## src/rtl/level_pkg.sv

```systemverilog
// Shared state encoding and constants for the level trap sequencer.
package level_pkg;

  typedef enum logic [2:0] {
    IDLE    = 3'd0,
    ARMED   = 3'd1,
    OPENING = 3'd2,
    FINISH  = 3'd3,
    DEAD    = 3'd4,
    DONE    = 3'd5
  } level_state_e;

  localparam int DEATH_CNT_W = 8;

endpackage

```

## src/rtl/trap_anim_ctr.sv

```systemverilog
// Trap animation offset: steps by STEP per tick, saturating at OPEN_DIST.
module trap_anim_ctr #(
  parameter int OFS_WIDTH = 6,
  parameter int STEP      = 2,
  parameter int OPEN_DIST = 32
) (
  input  logic                 Clk,
  input  logic                 reset,
  input  logic                 clear,
  input  logic                 en,
  input  logic                 tick,
  output logic [OFS_WIDTH-1:0] offset,
  output logic                 at_max
);

  localparam logic [OFS_WIDTH:0] STEP_W = (OFS_WIDTH+1)'(STEP);
  localparam logic [OFS_WIDTH:0] MAX_W  = (OFS_WIDTH+1)'(OPEN_DIST);

  logic [OFS_WIDTH-1:0] offset_q, offset_d;
  logic [OFS_WIDTH:0]   sum, sat;

  // at_max flags the tick on which the offset lands on OPEN_DIST.
  always_comb begin
    sum      = {1'b0, offset_q} + STEP_W;
    sat      = (sum > MAX_W) ? MAX_W : sum;
    at_max   = en && tick && (sat == MAX_W);
    offset_d = offset_q;
    if (clear)            offset_d = '0;
    else if (en && tick)  offset_d = sat[OFS_WIDTH-1:0];
  end

  always_ff @(posedge Clk or posedge reset) begin
    if (reset) offset_q <= '0;
    else       offset_q <= offset_d;
  end

  assign offset = offset_q;

endmodule

```

## src/rtl/level_trap_seq.sv

```systemverilog
// Level sequencer: opens traps in order as the player passes triggers.
// Optional death_count output enabled by LEVEL_DEATH_COUNT_EN.
module level_trap_seq
  import level_pkg::*;
#(
  parameter int NUM_TRAPS     = 3,
  parameter int X_WIDTH       = 10,
  parameter int OFS_WIDTH     = 6,
  parameter int STEP          = 2,
  parameter int OPEN_DIST     = 32,
  parameter int RESPAWN_TICKS = 30
) (
  input  logic                           Clk,
  input  logic                           reset,
  input  logic                           tick,
  input  logic                           start,
  input  logic                           death,
  input  logic [X_WIDTH-1:0]             x_pos,
  input  logic [NUM_TRAPS*X_WIDTH-1:0]   trig_x,
  input  logic [X_WIDTH-1:0]             finish_x,
  output logic [2:0]                     state,
  output logic [2:0]                     trap_idx,
  output logic [NUM_TRAPS-1:0]           trap_opening,
  output logic [NUM_TRAPS-1:0]           trap_open,
  output logic [OFS_WIDTH-1:0]           trap_offset,
  output logic                           done,
  output logic                           respawn
`ifdef LEVEL_DEATH_COUNT_EN
  ,
  output logic [DEATH_CNT_W-1:0]         death_count
`endif
);

  localparam int            CNT_W    = $clog2(RESPAWN_TICKS + 1);
  localparam logic [CNT_W-1:0] CNT_LAST = CNT_W'(RESPAWN_TICKS - 1);

  level_state_e         state_q, state_d;
  logic [2:0]           idx_q, idx_d;
  logic [NUM_TRAPS-1:0] open_q, open_d;
  logic [CNT_W-1:0]     cnt_q, cnt_d;
  logic                 resp_q, resp_d;
  logic [X_WIDTH-1:0]   trig_sel;
  logic                 live, anim_clr, anim_max;

  trap_anim_ctr #(
    .OFS_WIDTH (OFS_WIDTH),
    .STEP      (STEP),
    .OPEN_DIST (OPEN_DIST)
  ) u_anim (
    .Clk    (Clk),
    .reset  (reset),
    .clear  (anim_clr),
    .en     (state_q == OPENING),
    .tick   (tick),
    .offset (trap_offset),
    .at_max (anim_max)
  );

  always_comb begin
    state_d  = state_q;
    idx_d    = idx_q;
    open_d   = open_q;
    cnt_d    = cnt_q;
    resp_d   = 1'b0;
    anim_clr = 1'b0;
    trig_sel = '0;
    for (int i = 0; i < NUM_TRAPS; i++)
      if (idx_q == 3'(i)) trig_sel = trig_x[i*X_WIDTH +: X_WIDTH];
    live = (state_q == ARMED) || (state_q == OPENING) || (state_q == FINISH);

    // Death outranks every other event while the player is in play.
    if (live && death) begin
      state_d  = DEAD;
      idx_d    = '0;
      open_d   = '0;
      cnt_d    = '0;
      anim_clr = 1'b1;
    end else begin
      case (state_q)
        IDLE, DONE: if (start) begin
          state_d  = ARMED;
          idx_d    = '0;
          open_d   = '0;
          anim_clr = 1'b1;
        end
        ARMED: if (x_pos > trig_sel) begin
          state_d  = OPENING;
          anim_clr = 1'b1;
        end
        OPENING: if (anim_max) begin
          for (int i = 0; i < NUM_TRAPS; i++)
            if (idx_q == 3'(i)) open_d[i] = 1'b1;
          if (idx_q == 3'(NUM_TRAPS - 1)) state_d = FINISH;
          else begin
            state_d = ARMED;
            idx_d   = idx_q + 3'd1;
          end
        end
        FINISH: if (x_pos >= finish_x) state_d = DONE;
        DEAD: if (tick) begin
          if (cnt_q == CNT_LAST) begin
            state_d = ARMED;
            cnt_d   = '0;
            resp_d  = 1'b1;
          end else begin
            cnt_d = cnt_q + 1'b1;
          end
        end
        default: state_d = IDLE;
      endcase
    end
  end

  always_ff @(posedge Clk or posedge reset) begin
    if (reset) begin
      state_q <= IDLE;
      idx_q   <= '0;
      open_q  <= '0;
      cnt_q   <= '0;
      resp_q  <= 1'b0;
    end else begin
      state_q <= state_d;
      idx_q   <= idx_d;
      open_q  <= open_d;
      cnt_q   <= cnt_d;
      resp_q  <= resp_d;
    end
  end

  always_comb begin
    trap_opening = '0;
    for (int i = 0; i < NUM_TRAPS; i++)
      trap_opening[i] = (state_q == OPENING) && (idx_q == 3'(i));
  end

  assign state     = state_q;
  assign trap_idx  = idx_q;
  assign trap_open = open_q;
  assign done      = (state_q == DONE);
  assign respawn   = resp_q;

`ifdef LEVEL_DEATH_COUNT_EN
  logic [DEATH_CNT_W-1:0] dc_q, dc_d;

  always_comb begin
    dc_d = dc_q;
    if (live && death && (dc_q != '1)) dc_d = dc_q + 1'b1;
  end

  always_ff @(posedge Clk or posedge reset) begin
    if (reset) dc_q <= '0;
    else       dc_q <= dc_d;
  end

  assign death_count = dc_q;
`endif

endmodule

```

## config.mk

```make
export PLATFORM = sky130hd
export DESIGN_NAME = level_trap_seq
export DESIGN_NICKNAME = d
export VERILOG_FILES = /design/src/rtl/level_pkg.sv /design/src/rtl/trap_anim_ctr.sv /design/src/rtl/level_trap_seq.sv
export SDC_FILE = /design/constraint.sdc
export NUM_CORES = 1
export LEC_CHECK = 0
export ABC_CLOCK_PERIOD_IN_PS = 2650
export BUFFER_PORTS_ARGS = -buffer_cell sky130_fd_sc_hd__buf_2
export CELL_PAD_IN_SITES_DETAIL_PLACEMENT = 0
export CELL_PAD_IN_SITES_GLOBAL_PLACEMENT = 1
export CORE_MARGIN = 2
export CORE_UTILIZATION = 30
export CTS_BUF_LIST = sky130_fd_sc_hd__clkbuf_2 sky130_fd_sc_hd__clkbuf_4 sky130_fd_sc_hd__clkbuf_8
export CTS_CLUSTER_SIZE = 30
export DETAILED_ROUTE_END_ITERATION = 8
export GPL_TIMING_DRIVEN = 0
export PLACE_DENSITY_LB_ADDON = 0.08
export SYNTH_ARGS = -nofsm -noshare
export SYNTH_HDL_FRONTEND = slang
export SYNTH_SLANG_ARGS = --single-unit
```

## constraint.sdc

```tcl
create_clock -name Clk -period 2.65 [get_ports Clk]
set_clock_uncertainty 0.05 [all_clocks]
set_input_delay 0.265 -clock Clk [delete_from_list [all_inputs] [get_ports Clk]]
set_output_delay 0.265 -clock Clk [all_outputs]
set_load 0.03 [all_outputs]
```

; ---- Word-level counts from Yosys, hierarchy flattened
; Index checks and enable logic that the tools add are counted.
[word_totals]
ff_bits = 21
[classes]
eq_ne = 19
order_cmp = 3
muxes = 38
n_reduce_logical = 21
n_addsub = 3
[ops]
columns = operator, n
row1 = 3-bit two-way mux, 13
row2 = 10-bit two-way mux, 3
row3 = 3-bit inequality test (second input constant), 8
row4 = 5-bit two-way mux, 4
row5 = 4-bit AND reduction, 4
row6 = 3-bit one-hot mux with 5 select lines, 1
row7 = 6-bit two-way mux, 2
row8 = 3-bit one-hot mux with 2 select lines, 2
row9 = 10-bit greater-or-equal comparator, 1
row10 = 10-bit greater-than comparator, 1
row11 = 1-bit two-way mux, 10
row12 = 3-bit by 2-bit equality test with 1-bit output (second input constant), 3
row13 = 6-bit by 2-bit adder with 7-bit output (second input constant), 1
row14 = 7-bit by 6-bit equality test with 1-bit output (second input constant), 1
row15 = 7-bit by 6-bit greater-than comparator with 1-bit output (second input constant), 1
row16 = 7-bit two-way mux, 1
row17 = 3-bit by 1-bit equality test with 1-bit output (second input constant), 2
row18 = 3-bit equality test (second input constant), 2
row19 = 1-bit logical AND, 6
row20 = 3-bit zero test, 2
row21 = 3-bit by 1-bit inequality test with 1-bit output (second input constant), 2
row22 = 6-bit AND reduction, 1
row23 = 2-bit nonzero test, 3
row24 = 5-bit by 1-bit adder with 5-bit output (second input constant), 1
row25 = other kinds (8), 9

; ---- Logic depth before layout (Yosys ltp)
; Gate-level depths: netlist of run 1.
[logic_depth]
word_depth = 9
ltp_mapped = 13

; ---- Hierarchy
; From an unflattened synthesis of run 1, not the netlist that was laid out.
[unflattened]
hier_cells = 238
area_unflattened_um2 = 2021.9
[modules_own_cells]
columns = mod, seq_area_each_um2, cells_each, area_each_um2, n_inst
row1 = level_trap_seq, 375.4, 203, 1655.3, 1
row2 = trap_anim_ctr, 150.1, 35, 366.6, 1

; ---- Worst setup path after synthesis of run 1
; Ideal clock, no wire load.
[synth_timing]
path_type = register to register
startpoint = reg idx_q[0] (netlist: trap_idx[0])
endpoint = reg u_anim.offset_q[5] (netlist: u_anim.offset[5])
synth_period_minus_slack_ns = 3.008
slack_ns = -0.358
path_stages_with_launch = 14
setup_ns = 0.086
arrival_time_ns = 2.872
path_buffers = 0
required_time_ns = 2.514
path_cell_list = dfrtp_1 > inv_1 > ha_1 > nand2b_1 > nor2_1 > a22oi_1 > nand2_1 > o21ai_0 > ha_1 > a21o_1 > a21o_1 > a2111oi_2 > o41ai_2 > nor3_1
[synth_via]
elab_chain_len = 9
[synth_rtl]
columns = item, line
row1 = from (decl), level_trap_seq.sv:38  ; logic [2:0] idx_q, idx_d;
row2 = from (signal assigned), level_trap_seq.sv:123  ; idx_q <= idx_d;
row3 = 3-bit zero test, level_trap_seq.sv:68  ; if (idx_q == 3'(i)) trig_sel = trig_x[i*X_WIDTH +: X_WIDTH];
row4 = 10-bit two-way mux (2 in series), level_trap_seq.sv:68
row5 = 10-bit two-way mux *, level_trap_seq.sv:68
row6 = 10-bit greater-than comparator *, level_trap_seq.sv:86  ; ARMED: if (x_pos > trig_sel) begin
row7 = 1-bit two-way mux *, level_trap_seq.sv:86
row8 = 1-bit one-hot mux with 2 select lines *, level_trap_seq.sv:79  ; case (state_q)
row9 = 1-bit two-way mux *, level_trap_seq.sv:72  ; if (live && death) begin
row10 = 6-bit two-way mux or 2-bit nonzero test (tied branches), -
row11 = to (signal assigned), trap_anim_ctr.sv:34  ; else offset_q <= offset_d;
row12 = to (decl), trap_anim_ctr.sv:19  ; logic [OFS_WIDTH-1:0] offset_q, offset_d;
; Mark *: on every way between the ends. The rest lies on a longest branch, timed or not.
; A chain may end at the register's enable or synchronous reset.

; ---- Final worst setup path of run 1
; Same ends and word-level chain as after synthesis.

==> results.cfg, run 1 <==
[outcome]
status = complete, but fails checks
failed_checks = setup timing

[placement]
dpl.cell_count = 400
place.gp.congestion = 0.8021
portBuffers = 74
pre_cts_slack_ns = -0.4003
dp_hpwl_um = 4625

[clock_network]
cts_htree_levels = 1
clockRootBuffer = clkbuf_8
numCtsBuffers = 3
cts_tree = built
ctsHoldBuffers = 0
cts_buffer_depth = 2
clk_pin_slew_ns = 0.08
cts_num_sinks = 21
clock_latency_ns = 0.26

[global_route]
grt_usage_pct = 16.27
grt.overflow.total = 0
grt_pass1_vias = 2038
grt_antenna_before_repair = 0
grt_pass1_wl_um = 9708
grt_max_degree = 22

[final_layout]
nNetsFinal = 427
final_common_cell = buf_2
fin_cells = 421
area_delta_synth_final_pct = 41.97
drive_gt1_share_pct = 41.57
final_cell_mix = 78 x buf_2, 24 x nand2_1, 22 x ha_1
diodes = 0

[pwr]
total_power_mw = 2.264
leakagePower_nw = 1.454
worst_ir_drop_vdd_uv = 325.3
power_density_mw_per_mm2 = 790.0

[logic_synthesis]
synth_cells = 249
ys_seq_elements = 21
yosysSeqAreaShare_pct = 26.04
yosys.area.top_type = dfrtp_1
yosys-top-cells-area = dfrtp_1 26%, ha_1 17%, o21ai_0 5.2%, nand2_1 4.6%, nor2_1 4.1%
syn_nets = 331
synth_cell_types = 53
synth_top_area_share_pct = 26.04
syn_area_per_cell_sq_um = 8.105
synth-edff-count = 0
synth_ff_type = dfrtp_1
yosysWarnings = 0
synthesis.area_sq_mm = 0.002018
synthArstFlopShare_pct = 100.0

[setup_path]
cp-end-kind = flip-flop
crit_fanout = 6
slowest_delay_ns = 0.45
start_kind = flip-flop
worstPathCellList = inv_2 -> ha_4 -> nand2b_4 -> nor2_4 -> a22oi_1 -> nand2_1 -> o21ai_1 -> ha_1 -> buf_4 -> nand4_1 -> a211oi_4 -> a2111oi_4 -> o41ai_4 -> buf_6 -> nor3_1
cp.arrival_ns = 2.88
worstSetupPathType = reg -> reg
critPathRequiredTime_ns = 2.76
slowest_stage = dfrtp_2

[die]
fp.dieH_um = 86.02
coreArea_sq_mm = 0.006422
fp.dieW_um = 86.02
io_pins = 75
start_util_pct = 31.42
rows = 29
die-area_sq_mm = 0.007399

[timing]
slew_headroom_pct = 43.97
hold_viol = 0
rsz0062_at_grt = yes
drv_slew = 0
finalCritPeriodShare_pct = 104.9
tightest_slew_ns = 0.8395
setup_viol_count_final = 8
worst_slack_ns = -0.1289
finalCriticalPeriod_ns = 2.779
fmax_mhz = 359.9

[job]
maxCapViolCount = 0

[detailed_routing]
route.detailed.drc = 0
final_antenna_net_count = 0
dr_total_vias = 2139
routed_via_density = 5.081
wirelength_um = 5946
wl_per_cell_um = 14.12
dr.pass1.iters = 4
dr.first_iter.drc_count = 66

[hold_path]
hold_class = in -> async
final cells by class:
cell class,count,area [sq um]
Multi-Input combinational cell,201,1554
Timing Repair Buffer,90,498.0
Inverter,19,73.82
Clock buffer,3,41.29
Sequential cell,21,528.0
Clock inverter,1,5.005
Buffer,9,68.82
Tap cell,77,96.34
Fill cell,676,3557
flip-flops by register name (all words and copies together) (netlist names):
register / flops
u_anim.offset: 6
cnt_q: 5
state: 3
trap_idx: 3
trap_open: 3
respawn: 1
cell usage after synthesis, types with 2 or more instances:
cell type,count
mux2_2,3
nand2b_1,7
inv_1,19
nor2_1,22
nor3_1,8
a22oi_1,10
and3_1,2
o311a_1,2
a31oi_1,4
nand3_1,7
and2_1,2
clkbuf_1,3
buf_2,4
o21ai_0,21
a21oi_1,14
nand2_1,25
a211oi_1,2
ha_1,27
a21o_1,3
o211ai_1,5
nor3b_1,2
dfrtp_1,21
nand4_1,6
through the flow:
stage                     utilization (%)  hold WS [ns]  instance area, sq um  TNS [ns]
after floorplan                         -        0.1914                  2127   -0.3652
after global placement              40.39        0.4422                  2594    -2.900
after detailed placement            40.39        0.4360                  2594    -2.732
after CTS                           42.57        0.1417                  2734   -0.8602
after global routing                44.61        0.1782                  2865    -2.063
final                               44.61        0.1078                  2865   -0.8167
critical path, delay by kind of cell, from the launching register on:
kind / cells / cell delay, ns
compound gates: 5 / 0.78
simple gates: 5 / 0.57
flops: 1 / 0.45
fa+ha+maj: 2 / 0.44
buf+inv: 3 / 0.36
cell families after synthesis:
group	after synthesis	share of synthesized area, %
and+or+nand+nor	92	22.88
AOI/OAI and AO/OA	77	26.47
DFF	21	26.04
muxes	4	2.170
buffers and inverters	28	5.704
adders and majority gates	27	16.74
power breakdown:
group / switching, mW / total (mW) / internal, mW
clock network: 0.110 / 0.215 / 0.105
logic: 0.907 / 1.61 / 0.704
registers: 0.0593 / 0.439 / 0.379
worst paths after layout:
path | start | endpoint | slack, ns | cells past startpoint
worst max-delay path | trap_idx[0]$_DFFE_PP0P_ | u_anim.offset[5]$_DFFE_PP0P_ | -0.13 | 15
worst min-delay path | reset | u_anim.offset[3]$_DFFE_PP0P_ | 0.11 | 2
worst max register to register | trap_idx[0]$_DFFE_PP0P_ | u_anim.offset[5]$_DFFE_PP0P_ | -0.13 | 15
worst min register to register | trap_open[2]$_DFFE_PP0P_ | trap_open[2]$_DFFE_PP0P_ | 0.47 | 2
max in group asynchronous | reset | trap_idx[1]$_DFFE_PP0P_ | 1.87 | 2
min in group Clk | death | state[0]$_DFFE_PP0P_ | 0.34 | 4
per-layer routing:
metal	track usage, %	up-vias	part of all wire (%)	wire length, um
met3	2.887	4	3.2	188
li1	-	1107	-	-
met1	23.39	991	50	2985
met4	1.876	0	0.72	43
met2	26.22	37	46	2729
met5	0	-	0	0
repair_timing:
item | CTS | global route
gates resized for setup | 11 | 14
pin swaps | 9 | 6
setup endpoints to repair | 8 | 8
setup buffers | 6 | 9
cloned | 2 | 0
Power figures use the tool's default switching activity.
==> inputs of run 2 (changes only) <==
- ABC_CLOCK_PERIOD_IN_PS: 2650 -> not set
- SYNTH_HIERARCHICAL: not set -> 1
==> run 2 against run 1 <==
The run still ends with setup timing left. Total power down 9.5%. Via count fell by 1.2%. Synthesized area up 0.19%. Critical path type unchanged. Largest cell class unchanged.
==> results.cfg, run 2 <==
[logic_synthesis]
syn_nets = 320
synthArstFlopShare_pct = 100.0
yosysSeqAreaShare_pct = 25.99
synthesis.area_sq_mm = 0.002022
synth_top_area_share_pct = 25.99
yosysMostFrequentCell = ha_1
syn_area_per_cell_sq_um = 8.496
yosys.area.top_type = dfrtp_1
synth-edff-count = 0
yosys-top-cells-count = 27 x ha_1, 21 x dfrtp_1, 20 x nand2_1, 19 x nor2_1, 18 x inv_1
ys_seq_elements = 21
yosys-top-cells-area = dfrtp_1 26%, ha_1 17%, a21oi_1 4.2%, o21ai_0 4.0%, a22oi_1 3.7%
yosysWarnings = 6
synth_cells = 238
synth_cell_types = 58
synth_ff_type = dfrtp_1

[placement]
dpl.cell_count = 388
placed_area_sq_mm = 0.002555
portBuffers = 73
place.gp.congestion = 0.8205
dp_hpwl_um = 4516

[detailed_routing]
wirelength_um = 5938
routed_via_density = 5.031
final_antenna_net_count = 0
route.detailed.drc = 0
wl_per_cell_um = 14.14
dr.pass1.iters = 4
dr_total_vias = 2113
dr.first_iter.drc_count = 77

[setup_path]
start_kind = flip-flop
crit_fanout = 5
worstSetupPathType = reg -> reg
worst_r2r_path_depth = 17
cp-end-kind = flip-flop
cp.arrival_ns = 3.04
critPathRequiredTime_ns = 2.75

[pwr]
power_density_mw_per_mm2 = 665.6
seqPwrFrac_pct = 21.3
intPower_mw = 1.143
swShare_pct = 44.21
clkPwrFrac_pct = 10.9
p_sw_mw = 0.9062
leakagePower_nw = 1.551
total_power_mw = 2.050
power.share.combinational_pct = 67.8
worst_ir_drop_vdd_uv = 402.0

[final_layout]
nNetsFinal = 426
post-route-util_pct = 47.94
final_common_cell = buf_2
drive_gt1_share_pct = 53.64
largest_reg_flops = 6
area_delta_synth_final_pct = 52.29
fin_cells = 420
diodes = 0
fin_area_sq_mm = 0.003079
final_cell_mix = 73 x buf_2, 26 x buf_4, 21 x ha_1

[timing]
worst_slack_ns = -0.2915
setup_viol_count_final = 9
finalCriticalPeriod_ns = 2.941
rsz0062_at_grt = yes
drv_slew = 0
tightest_slew_ns = 0.6308
finalCritPeriodShare_pct = 111.0
fmax_mhz = 340.0
fin_tns_setup_ns = -1.589
hold_viol = 0
slew_headroom_pct = 57.90

[clock_network]
clk_pin_slew_ns = 0.09
cts_htree_levels = 1
numCtsBuffers = 3
clockRootBuffer = clkbuf_8
cts_num_sinks = 21
cts_tree = built
clock_latency_ns = 0.27
cts_buffer_depth = 2

[die]
io_pins = 75
die-area_sq_mm = 0.007412
rows = 29
fp.dieW_um = 86.10
start_util_pct = 31.48
coreArea_sq_mm = 0.006422
fp.dieH_um = 86.10

[global_route]
grt_usage_pct = 16.56
grt_pass1_vias = 2091
grt_max_degree = 16
grt_antenna_before_repair = 0
grt_pass1_wl_um = 9853
grt.overflow.total = 0

[outcome]
failed_checks = setup timing
status = complete, but fails checks

[hold_path]
min_path_cells = 2
hold_class = in -> reg

[job]
maxCapViolCount = 0
==> run 2: layer usage <==
metal,global-route usage [%],up-vias,wire (um)
met2,24.59,51,2643
li1,-,1081,-
met4,3.896,0,90
met3,3.272,10,251
met1,24.57,971,2952
met5,0,-,0
==> run 2: final timing paths <==
| path | slack [ns] | end | startpoint |
|---|---|---|---|
| worst max-delay path | -0.29 | u_anim/offset[4]$_DFFE_PP0P_ | trap_idx[0]$_DFFE_PP0P_ |
| worst min-delay path | 0.30 | respawn$_DFF_PP0_ | tick |
| worst max register to register | -0.29 | u_anim/offset[4]$_DFFE_PP0P_ | trap_idx[0]$_DFFE_PP0P_ |
| worst min register to register | 0.46 | trap_open[2]$_DFFE_PP0P_ | trap_open[2]$_DFFE_PP0P_ |
| max in group asynchronous | 1.52 | state[2]$_DFFE_PP0P_ | reset |
| min in group asynchronous | 0.42 | u_anim/offset[3]$_DFFE_PP0P_ | reset |
==> run 2: final cells by class <==
type,instances,area [sq um]
clock buffer,3,41.29
clock inverter,1,7.507
timing repair buffer,100,590.6
inverter,19,78.83
tap,77,96.34
sequential,21,530.5
fill,652,3343
multi-input combinational,192,1658
buffer,7,76.32
==> run 2: cell families (layout without fill, tap and decap cells) <==
group | Yosys count | in the layout | synth area share, %
flops | 21 | 21 | 25.99
simple gates | 89 | 90 | 25.37
fa+ha+maj | 27 | 27 | 16.71
xor+xnor | 1 | 1 | 0.4332
mux | 3 | 3 | 1.732
compound gates | 71 | 71 | 24.01
buf+inv | 26 | 130 | 5.754
==> run 2: timing repair <==
action / CTS / global route
cloned: 2 / 0
pin swaps: 24 / 33
hold buffers: 1 / 0
buffers inserted: 10 / 16
hold endpoints to repair: 6 / 0
gates resized for setup: 38 / 29
endpoints found under the setup margin: 12 / 13
==> run 2: power groups by stage <==
| stage | Sequential (mW) | Clock [mW] | Combinational (mW) |
|---|---|---|---|
| CTS | 0.434 | 0.237 | 1.16 |
| floorplan | 0.502 | 0 | 0.672 |
| global placement | 0.438 | 0 | 1.00 |
| finish | 0.436 | 0.224 | 1.39 |
| detailed placement | 0.438 | 0 | 1.00 |
| global route | 0.447 | 0.254 | 1.52 |
==> run 2: per-stage QoR <==
stage / setup slack (ns) / hold WS [ns]
after global placement: -0.6118 / 0.1638
after CTS: -0.3708 / 0.2791
final: -0.2915 / 0.2991
after detailed placement: -0.5961 / 0.1707
after floorplan: -0.2496 / 0.005959
after global routing: -0.4393 / 0.2938
==> run 2: critical path, stage by stage (launching register included) <==
cell,delay [ns]
dfrtp_2,0.47
inv_4,0.10
ha_4,0.15
nand2_4,0.07
nor2_4,0.15
buf_12,0.12
a22oi_2,0.04
nand2_1,0.06
o21ai_1,0.06
ha_1,0.30
and4_4,0.20
nand4_1,0.11
o211ai_1,0.11
nor2_2,0.16
or2_4,0.17
nor2b_2,0.05
and2_1,0.15
a221o_1,0.28
==> inputs of run 3 (changes only) <==
- CORE_UTILIZATION: 30 -> 33
- CTS_CLUSTER_SIZE: 30 -> 28
- SYNTH_HIERARCHICAL: 1 -> not set
==> run 3 against run 2 <==
The run still ends with setup timing left. Utilization rose by 0.45 points. Fmax rose by 5.4%. Total power is 11% higher. Via count rose by 4.1%. Largest cell class unchanged. Hold slack got worse by 0.19 ns. Final cell count shrank 0.24%. First-iteration DRC count up 3.9%. Setup slack better by 0.15 ns.
==> results.cfg, run 3 (synthesis results as in run 1) <==
[outcome]
status = complete, but fails checks
failed_checks = setup timing

[final_layout]
final_common_cell = buf_2
post-route-util_pct = 48.39
largest_reg_flops = 6
nNetsFinal = 427
diodes = 0
area_delta_synth_final_pct = 41.97
final_cell_mix = 78 x buf_2, 24 x nand2_1, 24 x ha_1
drive_gt1_share_pct = 42.15
fillCellCount = 613

[die]
rows = 28
die-area_sq_mm = 0.006758
start_util_pct = 34.09
fp.dieH_um = 82.21
coreArea_sq_mm = 0.005921
io_pins = 75
fp.dieW_um = 82.21

[global_route]
grt_max_degree = 22
grt.overflow.total = 0
grt_antenna_before_repair = 0
grt_pass1_wl_um = 9390
grt_pass1_vias = 2002
grt_usage_pct = 18.07

[clock_network]
clockRootBuffer = clkbuf_8
numCtsBuffers = 3
cts_htree_levels = 1
cts_tree = built
clock_latency_ns = 0.27
cts_num_sinks = 21
cts_buffer_depth = 2
clk_pin_slew_ns = 0.09

[timing]
hold_viol = 0
tightest_slew_ns = 0.8550
finalCriticalPeriod_ns = 2.790
fin_hold_ws_ns = 0.1044
worst_slack_ns = -0.1404
setup_viol_count_final = 8
slew_headroom_pct = 42.94
finalCritPeriodShare_pct = 105.3
rsz0062_at_grt = yes
fmax_mhz = 358.4
drv_slew = 0

[pwr]
worst_ir_drop_vdd_uv = 378.7
power_density_mw_per_mm2 = 794.3
leakagePower_nw = 1.459

[setup_path]
cp.arrival_ns = 2.90
reg2reg_from = trap_idx[1]$_DFFE_PP0P_
slowest_stage = dfrtp_2
slowest_delay_ns = 0.44
cp-startpoint = trap_idx[1]$_DFFE_PP0P_
worstPathCellList = inv_4 -> ha_4 -> nor2b_4 -> buf_8 -> a22oi_2 -> nand2_1 -> o21ai_1 -> ha_1 -> nand4_1 -> a211oi_2 -> a2111oi_4 -> buf_4 -> o41ai_4 -> buf_6 -> a21oi_1
worst_r2r_path_depth = 15
worst-r2r-setup-slack_ns = -0.14
worstSetupPathType = reg -> reg
start_kind = flip-flop
crit_fanout = 6
critPathRequiredTime_ns = 2.76
cp-end-kind = flip-flop
crit_path_end = u_anim.offset[2]$_DFFE_PP0P_
r2r-end = u_anim.offset[2]$_DFFE_PP0P_

[detailed_routing]
dr.pass1.iters = 4
final_antenna_net_count = 0
wl_per_cell_um = 14.44
dr_total_vias = 2199
route.detailed.drc = 0
wirelength_um = 6049
dr.first_iter.drc_count = 80
routed_via_density = 5.248

[placement]
pre_cts_slack_ns = -0.3409
portBuffers = 74
dp_hpwl_um = 4544
place.gp.congestion = 0.7656

[job]
maxCapViolCount = 0

[hold_path]
hold_class = in -> async
-- run 3: how the worst min path moves through the flow --
stage / start / endpoint / slack, ns / depth (start not counted)
after global routing: reset / cnt_q[0]$_DFFE_PP0P_ / 0.20 / 2
after detailed placement: reset / cnt_q[0]$_DFFE_PP0P_ / 0.44 / 2
after floorplan: reset / cnt_q[0]$_DFFE_PP0P_ / 0.19 / 1
after global placement: trap_open[1]$_DFFE_PP0P_ / trap_open[1]$_DFFE_PP0P_ / 0.43 / 2
final: reset / cnt_q[3]$_DFFE_PP0P_ / 0.10 / 2
after CTS: reset / state[2]$_DFFE_PP0P_ / 0.14 / 2
-- run 3: routing by layer --
layer,routed length [um],track usage [%]
met3,246,2.174
met5,0,0
met4,55,4.833
met1,2871,24.14
met2,2876,30.73
-- run 3: critical path, delay by kind of cell (launching register included) --
family                   cells  cell delay, ns
AO/OA/AOI/OAI                6            0.74
buffers and inverters        4            0.55
adder cells (fa/ha/maj)      2            0.47
flip-flops                   1            0.44
AND/OR/NAND/NOR              3            0.42
-- run 3: layout make-up --
cell class	instances	area, sq um	area share [%]
buffer	9	68.82	2.402
clock buffer	3	41.29	1.441
clock inverter	1	5.005	0.1747
inverter	19	76.32	2.664
multi-input combinational	200	1546	53.97
sequential	21	528.0	18.43
tap	75	93.84	3.275
timing repair buffer	91	505.5	17.64
-- run 3: power by group --
part	internal (mW)	switching, mW
logic	0.707	0.904
clock network	0.105	0.121
registers	0.379	0.0600
total	1.19	1.08
-- run 3: metrics by stage --
step | power [mW] | TNS (ns) | instance area (sq um) | std cells
6_report | 2.276 | -0.9976 | 2865 | 419
3_5_place_dp | 1.778 | -2.439 | 2591 | 398
4_1_cts | 2.190 | -0.8155 | 2799 | 415
2_1_floorplan | 1.451 | -0.3652 | 2127 | 249
5_1_grt | 2.463 | -1.812 | 2865 | 419
3_3_place_gp | 1.773 | -2.537 | 2591 | 398
-- run 3: repair_timing --
action,CTS,global route
endpoints found under the setup margin,8,8
gates resized for setup,19,9
buffers inserted,11,5
hold buffers,0,0
gates cloned,2,0
pin swaps,11,5
